<file path="src/rtl/elec_readback_deserializer_pkg.sv">
// elec_readback_deserializer_pkg: shared frame geometry and main-FSM shift-state encodings
package elec_readback_deserializer_pkg;
  localparam int SPI_ADDR_LEN = 6;
  localparam int SPI_DATA_LEN = 16;
  localparam int FRAME_BITS = (2**SPI_ADDR_LEN)*SPI_DATA_LEN;
  localparam int CNT_W = $clog2(FRAME_BITS);
  localparam logic [3:0] ST_IDLE = 4'b0000;
  localparam logic [3:0] ST_SHIFT_A = 4'b0010;
  localparam logic [3:0] ST_SHIFT_B = 4'b0100;
  typedef enum logic [1:0] {PH_IDLE, PH_CAPTURE, PH_COMMIT} phase_t;
  function automatic logic is_shift(input logic [3:0] st);
    return st == ST_SHIFT_A || st == ST_SHIFT_B;
  endfunction
endpackage

</file>
<file path="src/rtl/elec_readback_deserializer_if.sv">
// elec_readback_deserializer_if: word read port between the SPI slave and the readback shadow
interface elec_readback_deserializer_if;
  import elec_readback_deserializer_pkg::*;
  logic rd_en;
  logic [SPI_ADDR_LEN-1:0] rd_addr;
  logic [SPI_DATA_LEN-1:0] rd_data;
  logic rd_valid;
  modport master (output rd_en, rd_addr, input rd_data, rd_valid);
  modport slave (input rd_en, rd_addr, output rd_data, rd_valid);
endinterface

</file>
<file path="src/rtl/elec_readback_deserializer_readback_word_mux.sv">
// readback_word_mux: combinational word select from the shadow frame, zero for unmapped addresses
module readback_word_mux
  import elec_readback_deserializer_pkg::*;
#(
  parameter int ADDR_W = SPI_ADDR_LEN,
  parameter int DATA_W = SPI_DATA_LEN,
  parameter int BITS = FRAME_BITS
) (
  input  logic [BITS-1:0]   shadow,
  input  logic [ADDR_W-1:0] addr,
  output logic [DATA_W-1:0] word
);
  localparam int WORDS = BITS/DATA_W;
  always_comb word = (32'(addr) < 32'(WORDS)) ? shadow[addr*DATA_W +: DATA_W] : '0;
endmodule

</file>
<file path="src/rtl/elec_readback_deserializer.sv">
// elec_readback_deserializer: captures the LSB-first electrode readback frame and serves it as SPI words
module elec_readback_deserializer
  import elec_readback_deserializer_pkg::*;
(
  input  logic                           clk,
  input  logic                           rst_n,
  input  logic [3:0]                     state,
  input  logic                           serial_in,
  elec_readback_deserializer_if.slave    rd,
  output logic                           frame_done,
  output logic                           frame_ovf,
  output logic                           busy
);
  logic [FRAME_BITS-1:0] shift_reg, shadow, shift_nxt;
  logic [CNT_W-1:0] bit_cnt;
  logic [SPI_DATA_LEN-1:0] word;
  logic cap_en, commit, unread;
  phase_t phase;
  assign cap_en = is_shift(state);
  assign shift_nxt = {serial_in, shift_reg[FRAME_BITS-1:1]};
  always_comb phase = (cap_en && bit_cnt == CNT_W'(FRAME_BITS-1)) ? PH_COMMIT :
                      (bit_cnt == '0) ? PH_IDLE : PH_CAPTURE;
  assign commit = phase == PH_COMMIT;
  assign busy = bit_cnt != '0;
  readback_word_mux u_mux (.shadow(shadow), .addr(rd.rd_addr), .word(word));
  // shadow takes the incoming bit directly so the committed frame has no one-cycle lag
  always_ff @(posedge clk or negedge rst_n) begin
    if (!rst_n) begin
      shift_reg <= '0;
      shadow <= '0;
      bit_cnt <= '0;
      rd.rd_data <= '0;
      rd.rd_valid <= 1'b0;
      frame_done <= 1'b0;
      frame_ovf <= 1'b0;
      unread <= 1'b0;
    end else begin
      if (cap_en) begin
        shift_reg <= shift_nxt;
        bit_cnt <= bit_cnt + 1'b1;
      end else if (state == ST_IDLE) bit_cnt <= '0;
      if (commit) shadow <= shift_nxt;
      frame_done <= commit;
      frame_ovf <= (state == ST_IDLE) ? 1'b0 : frame_ovf | (commit & unread);
      unread <= commit | (unread & ~rd.rd_en);
      rd.rd_valid <= rd.rd_en;
      if (rd.rd_en) rd.rd_data <= word;
    end
  end
endmodule

</file>
<file path="src/flat_wrapper.sv">
// flat-port wrapper written by rule: the top's interface ports become plain ports
module elec_readback_deserializer_flat import elec_readback_deserializer_pkg::*;
  (clk, rst_n, state, serial_in, frame_done, frame_ovf, busy, rd_rd_en, rd_rd_addr, rd_rd_data, rd_rd_valid);
  elec_readback_deserializer_if rd_i ();
  input  logic clk;
  input  logic rst_n;
  input  logic [3:0] state;
  input  logic serial_in;
  output logic frame_done;
  output logic frame_ovf;
  output logic busy;
  input wire logic [$bits(rd_i.rd_en)-1:0] rd_rd_en;
  input wire logic [$bits(rd_i.rd_addr)-1:0] rd_rd_addr;
  output wire logic [$bits(rd_i.rd_data)-1:0] rd_rd_data;
  output wire logic [$bits(rd_i.rd_valid)-1:0] rd_rd_valid;
  assign rd_i.rd_en = rd_rd_en;
  assign rd_i.rd_addr = rd_rd_addr;
  assign rd_rd_data = rd_i.rd_data;
  assign rd_rd_valid = rd_i.rd_valid;
  elec_readback_deserializer u_core (.clk(clk), .rst_n(rst_n), .state(state), .serial_in(serial_in), .rd(rd_i), .frame_done(frame_done), .frame_ovf(frame_ovf), .busy(busy));
endmodule
</file>
<file path="config.mk">
export PLATFORM = sky130hd
export DESIGN_NAME = elec_readback_deserializer_flat
export DESIGN_NICKNAME = d
export VERILOG_FILES = /design/src/rtl/elec_readback_deserializer_pkg.sv /design/src/rtl/elec_readback_deserializer_if.sv /design/src/rtl/elec_readback_deserializer_readback_word_mux.sv /design/src/rtl/elec_readback_deserializer.sv /design/src/flat_wrapper.sv
export SDC_FILE = /design/constraint.sdc
export NUM_CORES = 2
export LEC_CHECK = 0
export BUFFER_PORTS_ARGS = -buffer_cell sky130_fd_sc_hd__buf_2
export CAP_MARGIN = 20
export CORE_UTILIZATION = 45
export CTS_CLUSTER_DIAMETER = 80
export DETAILED_ROUTE_END_ITERATION = 7
export GPL_TIMING_DRIVEN = 0
export SYNTH_ARGS = -nofsm -noshare
export SYNTH_HDL_FRONTEND = slang
export SYNTH_SLANG_ARGS = --single-unit
</file>
<file path="constraint.sdc">
create_clock -name clk -period 2.4 [get_ports clk]
set_clock_uncertainty 0.2 [all_clocks]
set_input_delay 0.24 -clock clk [delete_from_list [all_inputs] [get_ports clk]]
set_output_delay 0.24 -clock clk [all_outputs]
set_load 0.01 [all_outputs]
</file>
==> impl_results.md <==
* Net Sw Frac at a little under a quarter
* Critical path buffers and inverters at 1
* Total Power at about 0.073 W
* Via/cell ratio at 5.14
* Post-Layout Cell Count at about 12,000
* Hold slack at -0.883 ns
* Routed vias at 64,000
* Clk network pwr share at between 40% and 50%
* Post-route ant nets at 0
* Ys flop type: dfrtp_1
* Sequential-to-total area share from yosys stat at around 61%
* Post-synth cell types at 42
* PwrDens at between 700 and 800 nW/um^2
* Input/output buffers at 31
* Max Root-Sink Buffers at 3
* Layout cell share with drive strength beyond 1 at a little over 10%
* Synth top area share at between 60% and 70%
* YS warnings at 0
* Post-route DRC at 0
* Leakage power at 54.7 nW
* RSZ-0062 raised after global routing: yes
* Worst-Skew Late Latency at about 0.87 ns
* Avg Cell Area, Syn at 9.05 sq um
* Slowest-stage cell, CP: dfrtp_1
* Ranking of synthesized cells by area: dfrtp_1 61%, nand2_1 27%, mux4_2 5.0%
* CP Class: register to output port
* Row count at about 160
* PnR worst setup slack at -0.196 ns
* Flop pwr share at approximately 48%
* Async S/R FF share, synth at 100%
* Nets at between 9,000 and 10,000
* Total wire length at around 240 mm
* Die Ht at approximately 440 um
* Max-cap violations at 0
* Yosys reg bits at just over 2,000
* Die width at ~440 um
* Combinational power share at 3.3%
* Grt ovf at 0
* Cts bufs inserted at 218
* Clk root buf: clkbuf_16
* Post-synth EDFFs at 0
* Hold WC Path Type: input pin to async pin
* CTS H-tree depth at 4
* Vias in the first global route at between 60,000 and 70,000
* Final Hold Vio Count at roughly 510
* Slew @ Worst Pin at roughly 1.1 ns
* TritonCTS clock tree: yes
* GR Util All Layers at 25.6%
* Peak clock frequency supported by timing at just under 0.4 GHz
* Most frequent cell after synthesis: nand2_1
* Arrival time worst endpoint at 2.16 ns
* Clock transition at path regs at 0.06 ns
* Slew Viols, Final at 0
* Slew HR at 24.5%
* Synth area leader: dfrtp_1
* Setup TNS Final at -0.262 ns
* First-pass GRT wire length at ~370 mm
* RD Place Congestion at 0.945
* Tcrit/Tclk final at 108%
* Top post-synthesis cells by count: 6,196 x nand2_1, 2,077 x dfrtp_1, 350 x clkbuf_1
* Cells after DPL at about 12,000
* # IOs at 34
* DR WL/cell at 19.5 um
* Status: complete, but fails checks
* Total core area at around 190,000 sq um
* Starting utilization of the core area at approximately 45%
* Switch Pwr at about 0.016 W
* Detailed placer's ending HPWL at ~180 mm
* CP Cell Sequence: nor3_1 > nand4b_1 > buf_2
* Worst-path maximum fanout at 7
* CP startpoint kind: register
* Initial DRC count at approximately 6,000
* P&R area growth vs syn at 14.7%
* Die footprint at between 150,000 and 200,000 sq um
* Pre-antenna DRT Iters at 8
* Failing checks: negative hold slack, negative setup slack
* Syn Nets at ~9,500
* Post-layout min period at 2.60 ns
* Initial antenna violation count at 9
* Clock Sinks at around 2,100
* Mapped Area at 85,800 sq um
* Hold_buf cts at 10
* Max incr delay on CP at 0.45 ns
* Worst path required time at a little under 2 ns
* Cells after Synth at between 9,000 and 10,000
* Final setup viols at 3
* Endpoint class of the critical path: output port
* Max reg flops at slightly above 1,000
* Family with the most delay on the worst path: simple AND/OR/NAND/NOR gates
* Internal power at 0.0565 W
* Largest net degree at the start of global routing at approximately 180
* Worst VDD drop at between 0.7 and 0.8 mV
-- worst register-to-register path, stage by stage (launching register included) --
cell	delay, ns
dfrtp_1	0.38
mux4_2	0.54
a22oi_1	0.49
a21oi_1	0.26
a21oi_2	0.34
nand2_1	0.09
-- power groups by stage --
stage | registers, W | clock network [W] | logic, W
final | 0.0351 | 0.0354 | 0.00243
after detailed placement | 0.0358 | 0 | 0.00238
after floorplan | 0.0358 | 0 | 0.000972
after global routing | 0.0351 | 0.0374 | 0.00270
after global placement | 0.0359 | 0 | 0.00201
after CTS | 0.0351 | 0.0360 | 0.00245
-- per-stage QoR --
| stage | cell area, sq um | utilization [%] | hold WS [ns] | worst slack (ns) |
|---|---|---|---|---|
| after floorplan | 85800 | - | -0.256 | 0.159 |
| after global placement | 89100 | 47.2 | 0.215 | -45.31 |
| after detailed placement | 89700 | 47.6 | 0.00966 | -1.92 |
| after CTS | 98000 | 52.0 | -0.925 | -0.186 |
| after global routing | 98400 | 52.2 | -0.890 | -0.241 |
| final | 98400 | 52.2 | -0.883 | -0.196 |
-- per-layer routing --
metal  global-route usage (%)  wire length (um)  up-vias
li1                         -                 -    30200
met1                     35.9            106000    31800
met2                     39.8            111000     1674
met3                     3.94             15100      450
met4                     10.5             11000        4
met5                        0                23        -
-- logic make-up after synthesis --
family          count (synthesis)  share of synthesized area [%]
compound gates                213                           1.67
xor+xnor                        3                         0.0306
flops                        2077                           60.6
mux                           352                           6.98
fa+ha+maj                       2                         0.0292
simple gates                 6270                           27.6
buf+inv                       563                           3.11
-- path summary, 6_finish.rpt --
path / from / to / slack (ns) / depth (start not counted)
min in group clk: serial_in / u_core.shift_reg[1023]$_DFFE_PN0P_ / 0.07 / 4
worst max-delay path: u_core.bit_cnt[2]$_DFFE_PN0P_ / busy / -0.20 / 3
worst max register to register: u_core.shadow[985]$_DFFE_PN0N_ / u_core.rd.rd_data[9]$_DFFE_PN0P_ / 0.03 / 5
worst min register to register: u_core.shadow[993]$_DFFE_PN0N_ / u_core.shadow[993]$_DFFE_PN0N_ / 0.26 / 2
max in group asynchronous: rst_n / u_core.shift_reg[336]$_DFFE_PN0P_ / 0.43 / 4
worst min-delay path: rst_n / u_core.shadow[917]$_DFFE_PN0N_ / -0.88 / 1
-- layout make-up --
type | instances | area, sq um
diodes | 4 | 10.0
plain buffers | 558 | 3120
clock buffers | 308 | 6360
clock inverters | 94 | 1230
fillers | 17300 | 90200
inverters | 4 | 15.0
multi-input cells | 6840 | 31500
flip-flops and latches | 2077 | 52000
well taps | 2495 | 3120
repair buffers | 83 | 1100
-- cells in the final DEF, fill, tap and decap left out, types with 9 or more instances in the layout --
| cell | synthesis | layout |
|---|---|---|
| nand2_1 | 6196 | 6196 |
| dfrtp_1 | 2077 | 2077 |
| clkbuf_1 | 350 | 290 |
| clkbuf_16 | 0 | 225 |
| mux4_2 | 192 | 192 |
| mux2i_1 | 112 | 112 |
| buf_2 | 125 | 103 |
| clkbuf_2 | 0 | 70 |
| o22ai_1 | 63 | 59 |
| buf_6 | 51 | 57 |
| mux2_2 | 48 | 48 |
| clkbuf_8 | 0 | 48 |
| clkbuf_4 | 0 | 45 |
| a22oi_1 | 64 | 45 |
| clkinv_2 | 0 | 41 |
| buf_4 | 4 | 39 |
| buf_1 | 29 | 23 |
| bufinv_16 | 0 | 23 |
| nor2_1 | 24 | 22 |
| buf_16 | 0 | 21 |
| a21oi_1 | 38 | 19 |
| nor2b_1 | 19 | 19 |
| a22oi_2 | 0 | 19 |
| a2111oi_0 | 15 | 15 |
| clkinvlp_4 | 0 | 15 |
| a221oi_1 | 15 | 14 |
| buf_8 | 0 | 13 |
| o21ai_0 | 13 | 13 |
| a21oi_4 | 0 | 12 |
| dlygate4sd3_1 | 0 | 9 |
-- timing repair --
action                      CTS  global route
cloned                        1             3
pin swaps                     6             5
buffers inserted              9             2
hold endpoints to repair    491           469
setup endpoints to repair  1497          1197
gates resized for setup     182           174
No activity file was read; power rests on OpenSTA's default activity.
